$ cat config.mk
export PLATFORM = sky130hd
export DESIGN_NAME = regfile_mp
export DESIGN_NICKNAME = d
export VERILOG_FILES = /design/src/rtl/regfile_mp.sv
export SDC_FILE = /design/constraint.sdc
export NUM_CORES = 2
export LEC_CHECK = 0
export CAP_MARGIN = 25
export CORE_MARGIN = 3
export CORE_UTILIZATION = 60
export CTS_CLUSTER_SIZE = 20
export DETAILED_ROUTE_END_ITERATION = 10
export PLACE_DENSITY = 0.78
export SLEW_MARGIN = 20
export SYNTH_ARGS = -nofsm -noshare
export SYNTH_HDL_FRONTEND = slang
export SYNTH_SLANG_ARGS = --single-unit
$ cat constraint.sdc
create_clock -name clk -period 5.2 [get_ports clk]
set_input_delay 0.52 -clock clk [delete_from_list [all_inputs] [get_ports clk]]
set_output_delay 0.52 -clock clk [all_outputs]
set_load 0.005 [all_outputs]
$ cat src/rtl/regfile_mp.sv
// regfile_mp: multi-port register file with write bypass, busy scoreboard and sequential clear engine
module regfile_mp #(
  parameter int XLEN  = 32,
  parameter int NREGS = 32,
  parameter int AW    = 5,
  parameter int NRD   = 2,
  parameter int NWR   = 2
) (
  input  logic                clk,
  input  logic                rst_n,
  input  logic                clear_i,
  output logic                ready_o,
  input  logic [NRD*AW-1:0]   raddr_i,
  output logic [NRD*XLEN-1:0] rdata_o,
  output logic [NRD-1:0]      rbusy_o,
  input  logic [NWR-1:0]      wen_i,
  input  logic [NWR*AW-1:0]   waddr_i,
  input  logic [NWR*XLEN-1:0] wdata_i,
  input  logic                issue_en_i,
  input  logic [AW-1:0]       issue_rd_i
);
  localparam logic ST_INIT = 1'b0;
  localparam logic ST_RUN  = 1'b1;
  logic             state;
  logic [AW-1:0]    clr_idx;
  logic [XLEN-1:0]  regs [NREGS];
  logic [NREGS-1:0] busy;
  logic             run;
  assign run     = state == ST_RUN;
  assign ready_o = run;
  // Ascending port loop: the last non-blocking write wins, so the highest port index has priority.
  // The issue set is applied after the write clears so a new producer supersedes a resolving one.
  always_ff @(posedge clk) begin
    if (!rst_n) begin
      state   <= ST_INIT;
      clr_idx <= AW'(1);
      busy    <= '0;
    end else if (!run) begin
      regs[clr_idx] <= '0;
      clr_idx       <= clr_idx + AW'(1);
      if (clr_idx == AW'(NREGS - 1)) state <= ST_RUN;
    end else begin
      for (int j = 0; j < NWR; j++) begin
        if (wen_i[j] && waddr_i[j*AW +: AW] != '0) begin
          regs[waddr_i[j*AW +: AW]] <= wdata_i[j*XLEN +: XLEN];
          busy[waddr_i[j*AW +: AW]] <= 1'b0;
        end
      end
      if (clear_i) begin
        state   <= ST_INIT;
        clr_idx <= AW'(1);
        busy    <= '0;
      end else if (issue_en_i && issue_rd_i != '0) begin
        busy[issue_rd_i] <= 1'b1;
      end
    end
  end
  for (genvar k = 0; k < NRD; k++) begin : g_rd
    logic [AW-1:0]   ra;
    logic            hit;
    logic [XLEN-1:0] fwd;
    assign ra = raddr_i[k*AW +: AW];
    always_comb begin
      hit = 1'b0;
      fwd = regs[ra];
      for (int j = 0; j < NWR; j++) begin
        if (wen_i[j] && waddr_i[j*AW +: AW] == ra) begin
          hit = 1'b1;
          fwd = wdata_i[j*XLEN +: XLEN];
        end
      end
    end
    assign rdata_o[k*XLEN +: XLEN] = (run && ra != '0) ? fwd : '0;
    assign rbusy_o[k]              = run && ra != '0 && busy[ra] && !hit;
  end
endmodule

# Word-level counts from Yosys, hierarchy flattened

Memories as Yosys holds them, arrays and structs flattened.
Cells that the tools add are included.

Bits in registers: 38
Memory bits (writable): 1024
Input port bits: 95
Output and inout bits: 67
Logic and storage cells: 95
Memories: 1

Memories:

| name | depth | width | rd ports | clocked after Yosys merged registers in | wr ports | line | source |
|---|---|---|---|---|---|---|---|
| regs | 32    | 32    | 2        | 0                                       | 2        | 26   | `logic [XLEN-1:0] regs [NREGS];` |

Add/sub/neg operators: 1
Magnitude comparators: 8
Equal/unequal tests: 6
Muxes and demuxes: 47
Bitwise operators: 5
Reductions and logical operators: 24

Operators by type and width:

| operator                                                               | number |
|---|---|
| 32-bit 2-to-1 mux                                                      | 15 |
| 32-bit AND                                                             | 2 |
| 32-bit NOT                                                             | 2 |
| 32-bit bitwise OR                                                      | 1 |
| 32-bit OR reduction                                                    | 1 |
| 5-bit by 6-bit < comparator with 1-bit output (second input constant)  | 5 |
| 5-bit nonzero test                                                     | 5 |
| 1-bit 2-to-1 mux                                                       | 24 |
| 5-bit == test                                                          | 4 |
| 1-bit logical AND                                                      | 16 |
| 1-bit demux with 5-bit select                                          | 3 |
| 5-bit by 1-bit >= comparator with 1-bit output (second input constant) | 3 |
| 5-bit 2-to-1 mux                                                       | 3 |
| 1-bit binary-select mux with 5-bit select                              | 2 |
| 5-bit by 1-bit adder with 5-bit output (second input constant)         | 1 |
| 5-bit == test (second input constant)                                  | 1 |
| 1-bit logical NOT                                                      | 2 |
| 2-bit inequality test (second input constant)                          | 1 |

# Depth between registers and ports, before layout

Depth in word-level cells: 16
Depth in mapped cells: 10
Gate-level depth less buffers: 6

# Worst setup path after synthesis

OpenSTA, ideal clock, no wires.

Path type: in2reg
Start point: input waddr_i[2]
End point: memory regs[30][0] (enable)
Setup time: 433 ps
Data arrival time: 3297 ps
Slack: 1470 ps
Cell stages on the path: 9
Buffers on the path: 3
Cell sequence: buf_4 > nor3_4 > a21bo_2 > nor2_2 > buf_6 > buf_4 > nor3b_1 > a21oi_1 > o22ai_1

RTL lines:

| element     | line | source |
|---|---|---|
| from (decl) | 17   | `input logic [NWR*AW-1:0] waddr_i,` |
| to (decl)   | 26   |  |

# Worst setup path after layout

Start point: input raddr_i[3]
End point: output rdata_o[15]

Word-level cells in the longest chain between the ends: 5

RTL lines:

| element                                                                         | line | source |
|---|---|---|
| from (decl)                                                                     | 13   | `input logic [NRD*AW-1:0] raddr_i,` |
| parallel branches: the longest is 4 deep, another holds memory read 32 x 32 bit | -    |  |
| 32-bit 2-to-1 mux (*)                                                           | 73   | `assign rdata_o[k*XLEN +: XLEN] = (run && ra != '0) ? fwd : '0;` |
| to (decl)                                                                       | 14   | `output logic [NRD*XLEN-1:0] rdata_o,` |

Mark *: on every way between the ends.

==> impl_metrics.toml <==
[status]
status = "complete, no violations"

[critical_path]
critPathRequiredTime_ns = 4.68
crit_arrival_ns = 3.92
crit_type = "input pin to output port"
slowest_stage = "nor2_4"
path_depth = 9
cp_max_fo = 17
cp.buffers_inverters = 3
critPathMaxStageDelay_ns = 0.76
crit_family = "buffers and inverters"
cp_cell_sequence = "clkdlybuf4s50_1 -> xor2_1 -> nor4_1 -> nand3_1 -> nor2_4 -> buf_4 -> a22oi_1 -> nand2_1 -> clkdlybuf4s50_1"
worstSetupStartpointType = "input pin"
rr_worst_depth = 6
cp-end-kind = "output port"
crit_top_cell = "clkdlybuf4s50_1"

[sta]
timing.final.crit_share = 0.8534
tightest_slew_ns = 1.177
maxClockFrequency_mhz = 225.3
relSlewSlack = 0.2155
setup_tns_ns = 0
rsz0062_at_grt = "false"
hold_viol = 0
finalSetupViolCount = 0
fin_hold_ws_ns = 0.4532
finClkSkew_ns = 0.02970
slew_violations = 0
min_period_ns = 4.438

[die]
placementRows = 118
io_pins = 162
start_util = 0.6055
die_area_sq_mm = 0.1087
core-area_sq_mm = 0.1038
die_w_microns = 329.6
die_y_microns = 329.6

[placed_design]
portBuffers = 161
place_congestion = 0.9607
place_inst = 6366
dp_hpwl_microns = 126100

[clocking]
clock-sinks = 1062
clkTransAtPathRegs_ns = 0.06
cts_hold_buf = 0
htree_levels = 3
cts_buffers = 109
cts_tree = "yes"
cts_resized = 0
root_buffer = "clkbuf_16"
cts_setup_buffers = 0
insertion_delay_ns = 0.72
clk_path_buf_depth = 3

[cells_and_area]
drive_gt1_frac = 0.1914
fin_cells = 6586
num-nets-final = 5209
layout_commonest_cell = "nand2_1"
mostFrequentLayoutCells = "nand2_1 (1115), edfxtp_1 (1024), o21ai_0 (892)"
num-fill-cells = 7160
area_growth_pct = 10.33

[route]
routed_wl_microns = 219800
drtIter0Drc = 9926
vias = 49214
drc_errors = 0
viasPerCell = 7.473
first_pass_iters = 7
ant_nets = 0
wire_per_inst_microns = 33.38

[yosys]
synth_top_family_by_area = "multiplexers"
yosys.area_share.simple = 0.09264
ys_types = 71
synth-seq-area-share = 0.5014
yosys_most_used_dff = "edfxtp_1"
synth_xor_area_frac = 0.003066
synth_async_sr_flop_share = 0
syn_area_sq_mm = 0.06284
synth_fa_ha_area_frac = 0.0003982
muxShareOfSynthArea = 0.2297
syn-num-nets = 5396
ys_ff_latch = 1062
synthCells = 5299
synth_area_per_cell_sq_um = 11.86
synth-edff-count = 1024
synth-compound-area-share = 0.1197
yosys_warnings = 0

[power]
power_leakage_nw = 20.49
peakVddDrop_mv = 0.2529
power_density_mw_per_mm2 = 271.9

[grt]
antenna_found_initial = 10
grt_overflow_total = 0
grt.total_usage = 0.4029
grt_max_degree = 94
grt_pass1_vias = 47637
grt_pass1_wl_microns = 315300

[run]
max_cap_viol_count = 0

[worst_hold_path]
whs_path_depth = 2
holdCritPathClass = "flop to flop"
## final timing paths
| check | from | to | slack, ns |
|---|---|---|---|
| worst max-delay path | raddr_i[3] | rdata_o[15] | 0.76 |
| worst min-delay path | busy[0]$_SDFFE_PN0P_ | busy[0]$_SDFFE_PN0P_ | 0.45 |
| worst max register to register | ready_o$_SDFF_PN0_ | regs[23][23]$_DFFE_PP_ | 1.39 |
| worst min register to register | busy[0]$_SDFFE_PN0P_ | busy[0]$_SDFFE_PN0P_ | 0.45 |
## cell usage after synthesis (all sizes together) (17+ instances only)
cell type	instances	area (sq um)
mux2i	273	2733
nand3	73	387.9
o21ai	1004	5029
clkbuf	381	1474
nor2	54	345.3
buf	272	1665
a22oi	219	1644
a221oi	21	183.9
nor2b	17	116.4
mux4	518	11670
inv	53	198.9
nand2	1126	4259
o22ai	48	300.3
xor2	17	148.9
edfxtp	1024	30750
a21oi	23	115.1
and2	35	219.0
dfxtp	38	760.7
## report_power, final
| part | internal [W] | switching, W |
|---|---|---|
| clock network | 0.00444 | 0.00351 |
| logic | 0.000563 | 0.000951 |
| registers | 0.00934 | 0.0000444 |
## sequential cells by signal, indices dropped and copies added, names as in the netlist
register	flops
busy	32
clr_idx	5
ready_o	1
regs	1024
## layer usage
layer	global-route usage	vias to the layer above	wire length (microns)
met5	0	-	62
met4	0.2308	10	14970
met3	0.1780	1029	41850
met2	0.5743	4942	93570
met1	0.5154	23521	69370
li1	-	19712	-
## per-stage QoR
stage	setup slack, ns	instance area (sq um)	util	power, W
after floorplan	1.470	62840	-	0.01051
after global placement	0.8972	65450	0.6306	0.01100
after detailed placement	0.9308	65520	0.6313	0.01102
after CTS	0.9142	69100	0.6657	0.01879
after global routing	0.6382	69330	0.6679	0.01921
final	0.7623	69330	0.6680	0.01885
## cell families after synthesis
logic type      count (synthesis)
fa+ha+maj                       2
mux                           794
flops                        1062
simple gates                 1367
compound gates               1346
buf+inv                       706
xor+xnor                       22
## worst register-to-register path, delay by kind of cell, from the launching register on
family                 cells  cell delay (ns)
AND/OR/NAND/NOR            3             1.43
flip-flops                 1             0.70
buffers and inverters      2             1.06
AO/OA/AOI/OAI              1             0.34
## layout make-up
class	instances	area, sq um	area share
Sequential cell	1062	31510	0.4545
Multi-Input combinational cell	3531	28610	0.4127
Clock inverter	77	762.0	0.01099
Inverter	53	198.9	0.002869
Tap cell	1380	1727	0.02490
Antenna cell	2	5.005	0.00007219
Timing Repair Buffer	355	3705	0.05344
Clock buffer	126	2813	0.04057
(Power assumes the default switching activity.)
